<file path="src/rtl/tc_to_sign_magnitude.sv">
// tc_to_sign_magnitude: bit-serial two's-complement to sign-magnitude converter.
// Accepts one N-bit operand per in_valid/in_ready handshake, walks the N-1
// magnitude bits LSB-first (copy up to and including the first 1, invert after
// it when negative) and presents sign/magnitude/overflow behind out_valid/out_ready.
// Optional build macro TC2SM_SATURATE_EN: saturate the magnitude of -2^(N-1)
// to all ones instead of the wrapped all-zeros result.
module tc_to_sign_magnitude #(
  parameter int unsigned N = 4
) (
  input  logic         clk,
  input  logic         rst,
  input  logic [N-1:0] in_data,
  input  logic         in_valid,
  output logic         in_ready,
  output logic         out_sign,
  output logic [N-2:0] out_mag,
  output logic         out_ovf,
  output logic         out_valid,
  input  logic         out_ready,
  output logic         busy
);

  localparam int unsigned MW = N - 1;
  localparam int unsigned CW = (N > 2) ? $clog2(N - 1) : 1;
  localparam logic [CW-1:0] LAST_BIT = CW'(N - 2);
  localparam logic [N-1:0]  MIN_NEG  = {1'b1, {MW{1'b0}}};
  localparam logic [MW-1:0] MAG_ONES = '1;

`ifdef TC2SM_SATURATE_EN
  localparam bit SAT_EN = 1'b1;
`else
  localparam bit SAT_EN = 1'b0;
`endif

  typedef enum logic [1:0] {
    S_IDLE = 2'd0,
    S_BUSY = 2'd1,
    S_DONE = 2'd2
  } state_t;

  state_t        state, state_nxt;
  logic [MW-1:0] shreg, shreg_nxt;
  logic [MW-1:0] acc, acc_nxt;
  logic [CW-1:0] cnt, cnt_nxt;
  logic          sgn, sgn_nxt;
  logic          ovf, ovf_nxt;
  logic          seen, seen_nxt;
  logic          obit;
  logic          in_ready_nxt, busy_nxt, out_valid_nxt;
  logic          out_sign_nxt, out_ovf_nxt;
  logic [MW-1:0] out_mag_nxt;

  // State and registered outputs
  always_ff @(posedge clk) begin
    if (rst) begin
      state     <= S_IDLE;
      shreg     <= '0;
      acc       <= '0;
      cnt       <= '0;
      sgn       <= 1'b0;
      ovf       <= 1'b0;
      seen      <= 1'b0;
      in_ready  <= 1'b1;
      busy      <= 1'b0;
      out_valid <= 1'b0;
      out_sign  <= 1'b0;
      out_mag   <= '0;
      out_ovf   <= 1'b0;
    end else begin
      state     <= state_nxt;
      shreg     <= shreg_nxt;
      acc       <= acc_nxt;
      cnt       <= cnt_nxt;
      sgn       <= sgn_nxt;
      ovf       <= ovf_nxt;
      seen      <= seen_nxt;
      in_ready  <= in_ready_nxt;
      busy      <= busy_nxt;
      out_valid <= out_valid_nxt;
      out_sign  <= out_sign_nxt;
      out_mag   <= out_mag_nxt;
      out_ovf   <= out_ovf_nxt;
    end
  end

  // Next-state, serial conversion step and output updates
  always_comb begin
    state_nxt     = state;
    shreg_nxt     = shreg;
    acc_nxt       = acc;
    cnt_nxt       = cnt;
    sgn_nxt       = sgn;
    ovf_nxt       = ovf;
    seen_nxt      = seen;
    obit          = 1'b0;
    in_ready_nxt  = in_ready;
    busy_nxt      = busy;
    out_valid_nxt = out_valid;
    out_sign_nxt  = out_sign;
    out_mag_nxt   = out_mag;
    out_ovf_nxt   = out_ovf;

    case (state)
      S_IDLE: begin
        if (in_valid) begin
          shreg_nxt    = in_data[MW-1:0];
          sgn_nxt      = in_data[N-1];
          ovf_nxt      = (in_data == MIN_NEG);
          cnt_nxt      = '0;
          seen_nxt     = 1'b0;
          acc_nxt      = '0;
          in_ready_nxt = 1'b0;
          busy_nxt     = 1'b1;
          state_nxt    = S_BUSY;
        end
      end

      S_BUSY: begin
        // Negative operands: bits after the first 1 are inverted
        obit      = shreg[0] ^ (sgn & seen);
        seen_nxt  = seen | (sgn & shreg[0]);
        shreg_nxt = shreg >> 1;
        acc_nxt   = (acc >> 1) | (MW'(obit) << (MW - 1));
        cnt_nxt   = cnt + CW'(1);
        if (cnt == LAST_BIT) begin
          busy_nxt      = 1'b0;
          out_valid_nxt = 1'b1;
          out_sign_nxt  = sgn;
          out_ovf_nxt   = ovf;
          out_mag_nxt   = (SAT_EN && ovf) ? MAG_ONES : acc_nxt;
          state_nxt     = S_DONE;
        end
      end

      S_DONE: begin
        if (out_ready) begin
          out_valid_nxt = 1'b0;
          in_ready_nxt  = 1'b1;
          state_nxt     = S_IDLE;
        end
      end

      default: begin
        in_ready_nxt  = 1'b1;
        busy_nxt      = 1'b0;
        out_valid_nxt = 1'b0;
        state_nxt     = S_IDLE;
      end
    endcase
  end

endmodule

</file>
<file path="config.mk">
export PLATFORM = sky130hd
export DESIGN_NAME = tc_to_sign_magnitude
export DESIGN_NICKNAME = d
export VERILOG_FILES = /design/src/rtl/tc_to_sign_magnitude.sv
export SDC_FILE = /design/constraint.sdc
export NUM_CORES = 1
export LEC_CHECK = 0
export BUFFER_PORTS_ARGS = -buffer_cell sky130_fd_sc_hd__buf_2
export CAP_MARGIN = 30
export CORE_ASPECT_RATIO = 1.2
export CORE_MARGIN = 2
export CORE_UTILIZATION = 52
export DETAILED_ROUTE_END_ITERATION = 12
export MAX_ROUTING_LAYER = met4
export PLACE_DENSITY = 0.84
export SYNTH_ARGS = -nofsm -noshare
export SYNTH_HDL_FRONTEND = slang
export SYNTH_SLANG_ARGS = --single-unit
</file>
<file path="constraint.sdc">
create_clock -name clk -period 1.51 [get_ports clk]
set_clock_uncertainty 0.05 [all_clocks]
set_input_delay 0.453 -clock clk [delete_from_list [all_inputs] [get_ports clk]]
set_output_delay 0.453 -clock clk [all_outputs]
set_load 0.02 [all_outputs]
</file>
== Word-level counts from Yosys, hierarchy flattened ==
Cells that the tools add are included.

* Bits in registers: 21
* Output and inout bits: 8

* Add/sub/neg operators: 1
* Equal/unequal tests: 7
* Mux-type cells: 20
* Bitwise gates (word level): 8
* Reductions and logical operators: 9

{| class="wikitable"
|+ Operators by type and width
! cell !! count
|-
| 3-bit one-hot mux with 2 select lines || 2
|-
| 3-bit AND reduction || 4
|-
| 1-bit one-hot mux with 3 select lines || 3
|-
| 2-bit 2-to-1 mux || 4
|-
| 1-bit 2-to-1 mux || 6
|-
| 3-bit 2-to-1 mux || 2
|-
| 2-bit inequality test (second input constant) || 3
|-
| 2-bit one-hot mux with 3 select lines || 1
|-
| 2-bit AND reduction || 3
|-
| 2-bit equality test (second input constant) || 2
|-
| 4-bit equality test (second input constant) || 1
|-
| 2-bit one-hot mux with 2 select lines || 1
|-
| 1-bit inverter || 3
|-
| 2-bit by 3-bit OR with 3-bit output || 1
|-
| 2-bit by 1-bit adder with 2-bit output (second input constant) || 1
|-
| 1-bit AND || 2
|-
| 2-bit by 1-bit equality test with 1-bit output (second input constant) || 1
|-
| 2-bit logical NOT || 1
|-
| 1-bit one-hot mux with 2 select lines || 1
|-
| 2-bit nonzero test || 1
|-
| 1-bit OR || 1
|-
| 1-bit XOR || 1
|}

== Longest topological paths before layout ==
* Depth after elaboration: 4
* Gate-level depth with buffers: 6
* Gate-level depth less buffers: 5

== Worst setup path before layout ==
No wires, ideal clock.

* Path type: reg-to-reg
* Start point: reg cnt[0]
* End point: reg out_sign
* Library setup time: 128 ps
* Arrival: 1127 ps
* Data required time: 1332 ps
* Slack: 205 ps
* Cell stages (with the launch flop): 7
* Clock period less this slack: 1305 ps
* Cells stage by stage: dfxtp_1 > inv_1 > ha_1 > clkbuf_1 > nand3b_1 > mux2i_1 > nor2_1

* Word-level cells in the longest chain between the ends: 2

{| class="wikitable"
|+ RTL lines
! element !! line !! RTL
|-
| start, declared || 44 || <nowiki>logic [CW-1:0] cnt, cnt_nxt;</nowiki>
|-
| start signal, assigned || 73 || <nowiki>cnt <= cnt_nxt;</nowiki>
|-
| 2-bit equality test || 125 || <nowiki>if (cnt == LAST_BIT) begin</nowiki>
|-
| 2-bit AND reduction (no source line) || -- ||
|-
| end signal, assigned || 80 || <nowiki>out_sign <= out_sign_nxt;</nowiki>
|-
| end, declared || 15 || <nowiki>output logic out_sign,</nowiki>
|}

No other way between the ends.
A chain may end at the register's enable or synchronous reset.

== Final worst setup path ==
* Start point: reg state[1]
* End point: reg shreg[2]

* Word-level cells in the longest chain between the ends: 3
* Elaborated cells between the ends (all ways): 6
* Classes of those cells: 2 x eq/ne; 1 x mux; 3 x reduce/logical

{| class="wikitable"
|+ RTL lines
! element !! line !! RTL
|-
| start, declared || 41 || <nowiki>state_t state, state_nxt;</nowiki>
|-
| start signal, assigned || 70 || <nowiki>state <= state_nxt;</nowiki>
|-
| 2-bit by 1-bit equality test with 1-bit output / 2-bit logical NOT (equally long branches) || 103 || <nowiki>case (state)</nowiki>
|-
| 2-bit nonzero test (no source line) / 2-bit inequality test (equally long branches) || -- ||
|-
| 2-bit AND reduction (no source line) || -- ||
|-
| end signal, assigned || 71 || <nowiki>shreg <= shreg_nxt;</nowiki>
|-
| end, declared || 42 || <nowiki>logic [MW-1:0] shreg, shreg_nxt;</nowiki>
|}

Parallel ways exist; a longest one is shown, timed or not.

==> results.py <==
metrics = {
    "logic_synthesis": {
        "synth_cell_types": 34,
        "syn_inst": 97,
        "syn_nets": 106,
        "synth_ff_type": "dfxtp_1",
        "synthArstFlopShare": 0,
        "ys_seq_area_frac": 0.459,
        "synthesis.area_um2": 872,
        "synth_edf_count": 0,
        "yosys_warnings": 0,
        "postSynthAreaPerCell_um2": 8.99,
        "ys_ff_latch": 20,
    },
    "critical_path": {
        "required_ps": 1690,
        "worstPathArrival_ps": 1560,
        "worstSetupEndpointType": "register",
        "setup.worst_path.start_class": "register",
        "reg2reg_depth": 3,
        "critPathMaxFanout": 14,
        "crit_type": "reg2reg",
    },
    "floorplan": {
        "dieArea_mm2": 0.00202,
        "rows": 16,
        "initial_utilization": 0.545,
        "dieWidth_um": 41.4,
        "io_pins": 16,
        "dieHeight_um": 48.9,
        "fp.coreArea_mm2": 0.00160,
    },
    "cts": {
        "cts_tree": "done",
        "clk_pin_slew_ps": 120,
        "cts_sinks": 20,
        "hold_buffers": 0,
        "cts_buffers": 3,
        "cts_resized": 0,
        "clockRootBuffer": "clkbuf_4",
        "cts_setup_buffers": 0,
        "clk_latency_ps": 300,
        "ctsLongestPathBuffers": 2,
        "htreeDepth": 1,
    },
    "place": {
        "numPortBuffers": 15,
        "gp_congestion": 0.781,
        "hpwl_mm": 1.18,
    },
    "drt": {
        "firstDrtPassIters": 4,
        "route.detailed.drc": 0,
        "avgRoutedWirePerCell_um": 12.3,
        "routed-via-count": 723,
        "drt_iter0_drc": 11,
        "ant_nets": 0,
        "vias_per_cell": 5.60,
        "wl_mm": 1.59,
    },
    "hold_path": {
        "min_path_type": "in2reg",
        "hold_depth": 3,
    },
    "power": {
        "powerDensity_mw_per_mm2": 1130,
        "ir_drop_uv": 676,
        "p_leak_nw": 0.398,
        "finalPower_w": 0.00112,
    },
    "global_routing": {
        "gr-usage-all-layers": 0.192,
        "grt_start_max_net_pins": 22,
        "first_global_vias": 624,
        "grt_pass1_wl_mm": 2.67,
        "antenna_found_initial": 0,
        "grt_overflow": 0,
    },
    "sta": {
        "rsz0062_at_grt": "false",
        "fin_crit_sh": 0.908,
        "hold_viol_final": 0,
        "max_freq_ghz": 0.729,
        "slew_viol_final": 0,
        "fin_crit_ps": 1370,
        "setup_viol": 0,
        "fin_tns_setup_ps": 0,
        "tightest_slew_ps": 489,
        "relSlewSlack": 0.673,
    },
    "final_layout": {
        "final_common_cell": "dfxtp_1",
        "n_antenna_cell": 0,
        "drive_gt1_frac": 0.252,
        "fillers": 146,
        "utilization": 0.621,
        "area_delta_synth_final_pct": 14.1,
        "mostFrequentLayoutCells": "20 x dfxtp_1, 15 x buf_2, 14 x a21oi_1",
        "finalNetCount": 121,
    },
    "run": {
        "cap_violations": 0,
    },
    "outcome": {
        "status": "completed",
    },
}
-- cells in the mapped netlist (2+ instances only) --
library cell	instances	share of area
a21oi_1	14	0.080
nand3b_1	2	0.017
o21ai_0	4	0.023
inv_1	5	0.022
or3b_1	2	0.020
nor3_1	2	0.011
nand2_1	6	0.026
clkbuf_1	3	0.013
o21bai_1	2	0.017
buf_4	2	0.017
dfxtp_1	20	0.46
nand3_1	3	0.017
mux2i_1	2	0.023
nor2_1	10	0.043
-- cells by family after synthesis --
| family | synth area share |
|---|---|
| simple gates | 0.204 |
| compound gates | 0.220 |
| flops | 0.459 |
| buf+inv | 0.0703 |
| mux | 0.0230 |
| xor+xnor | 0.0100 |
| fa+ha+maj | 0.0143 |
-- routing by layer --
| metal | routed length [um] | track usage |
|---|---|---|
| met1 | 713 | 0.265 |
| met3 | 44 | 0.0411 |
| met5 | 0 | - |
| met2 | 808 | 0.271 |
| met4 | 25 | 0.0753 |
-- worst max-delay path, cell delays in order (launching register included) --
cell	delay, ps
dfxtp_1	450
nand2b_2	290
or3b_1	390
a21oi_1	130
-- cell type report --
cell class | instances | area, um^2 | share of cell area
clock buffer | 3 | 22.5 | 0.0226
clock inverter | 1 | 30.0 | 0.0302
inverter | 5 | 18.8 | 0.0189
multi-input combinational | 65 | 410 | 0.413
sequential | 20 | 400 | 0.403
tap | 18 | 22.5 | 0.0226
timing repair buffer | 17 | 90.1 | 0.0906
-- per-stage QoR --
stage               area [um^2]  hold WS (ps)  std cells  setup slack (ps)
finish                      995           346        129               139
global route                995           367        129              56.7
CTS                         995           347        129               136
detailed placement          942           397        125               139
global placement            942           391        125               173
floorplan                   872           390         97               205
-- final timing paths --
path | slack (ps) | startpoint | end
worst max-delay path | 140 | state[1] | shreg[2]
worst min-delay path | 350 | in_data[3] | sgn
worst max register to register | 140 | state[1] | shreg[2]
worst min register to register | 410 | out_ovf | out_ovf
-- power breakdown --
part           leakage (nW)  total (W)  internal (W)  switching [W]
Clock                0.0279   0.000434      0.000268       0.000166
Combinational         0.207   0.000121     0.0000519      0.0000690
Sequential            0.163   0.000566      0.000549      0.0000169
-- state kept, by name (all words and copies together), names as in the netlist --
signal     flops
out_mag        3
out_ovf        1
acc            2
ovf            1
out_sign       1
state          2
out_valid      1
in_ready       1
seen           1
shreg          3
sgn            1
cnt            2
busy           1
Note: power is estimated with default switching activity, not from simulation.
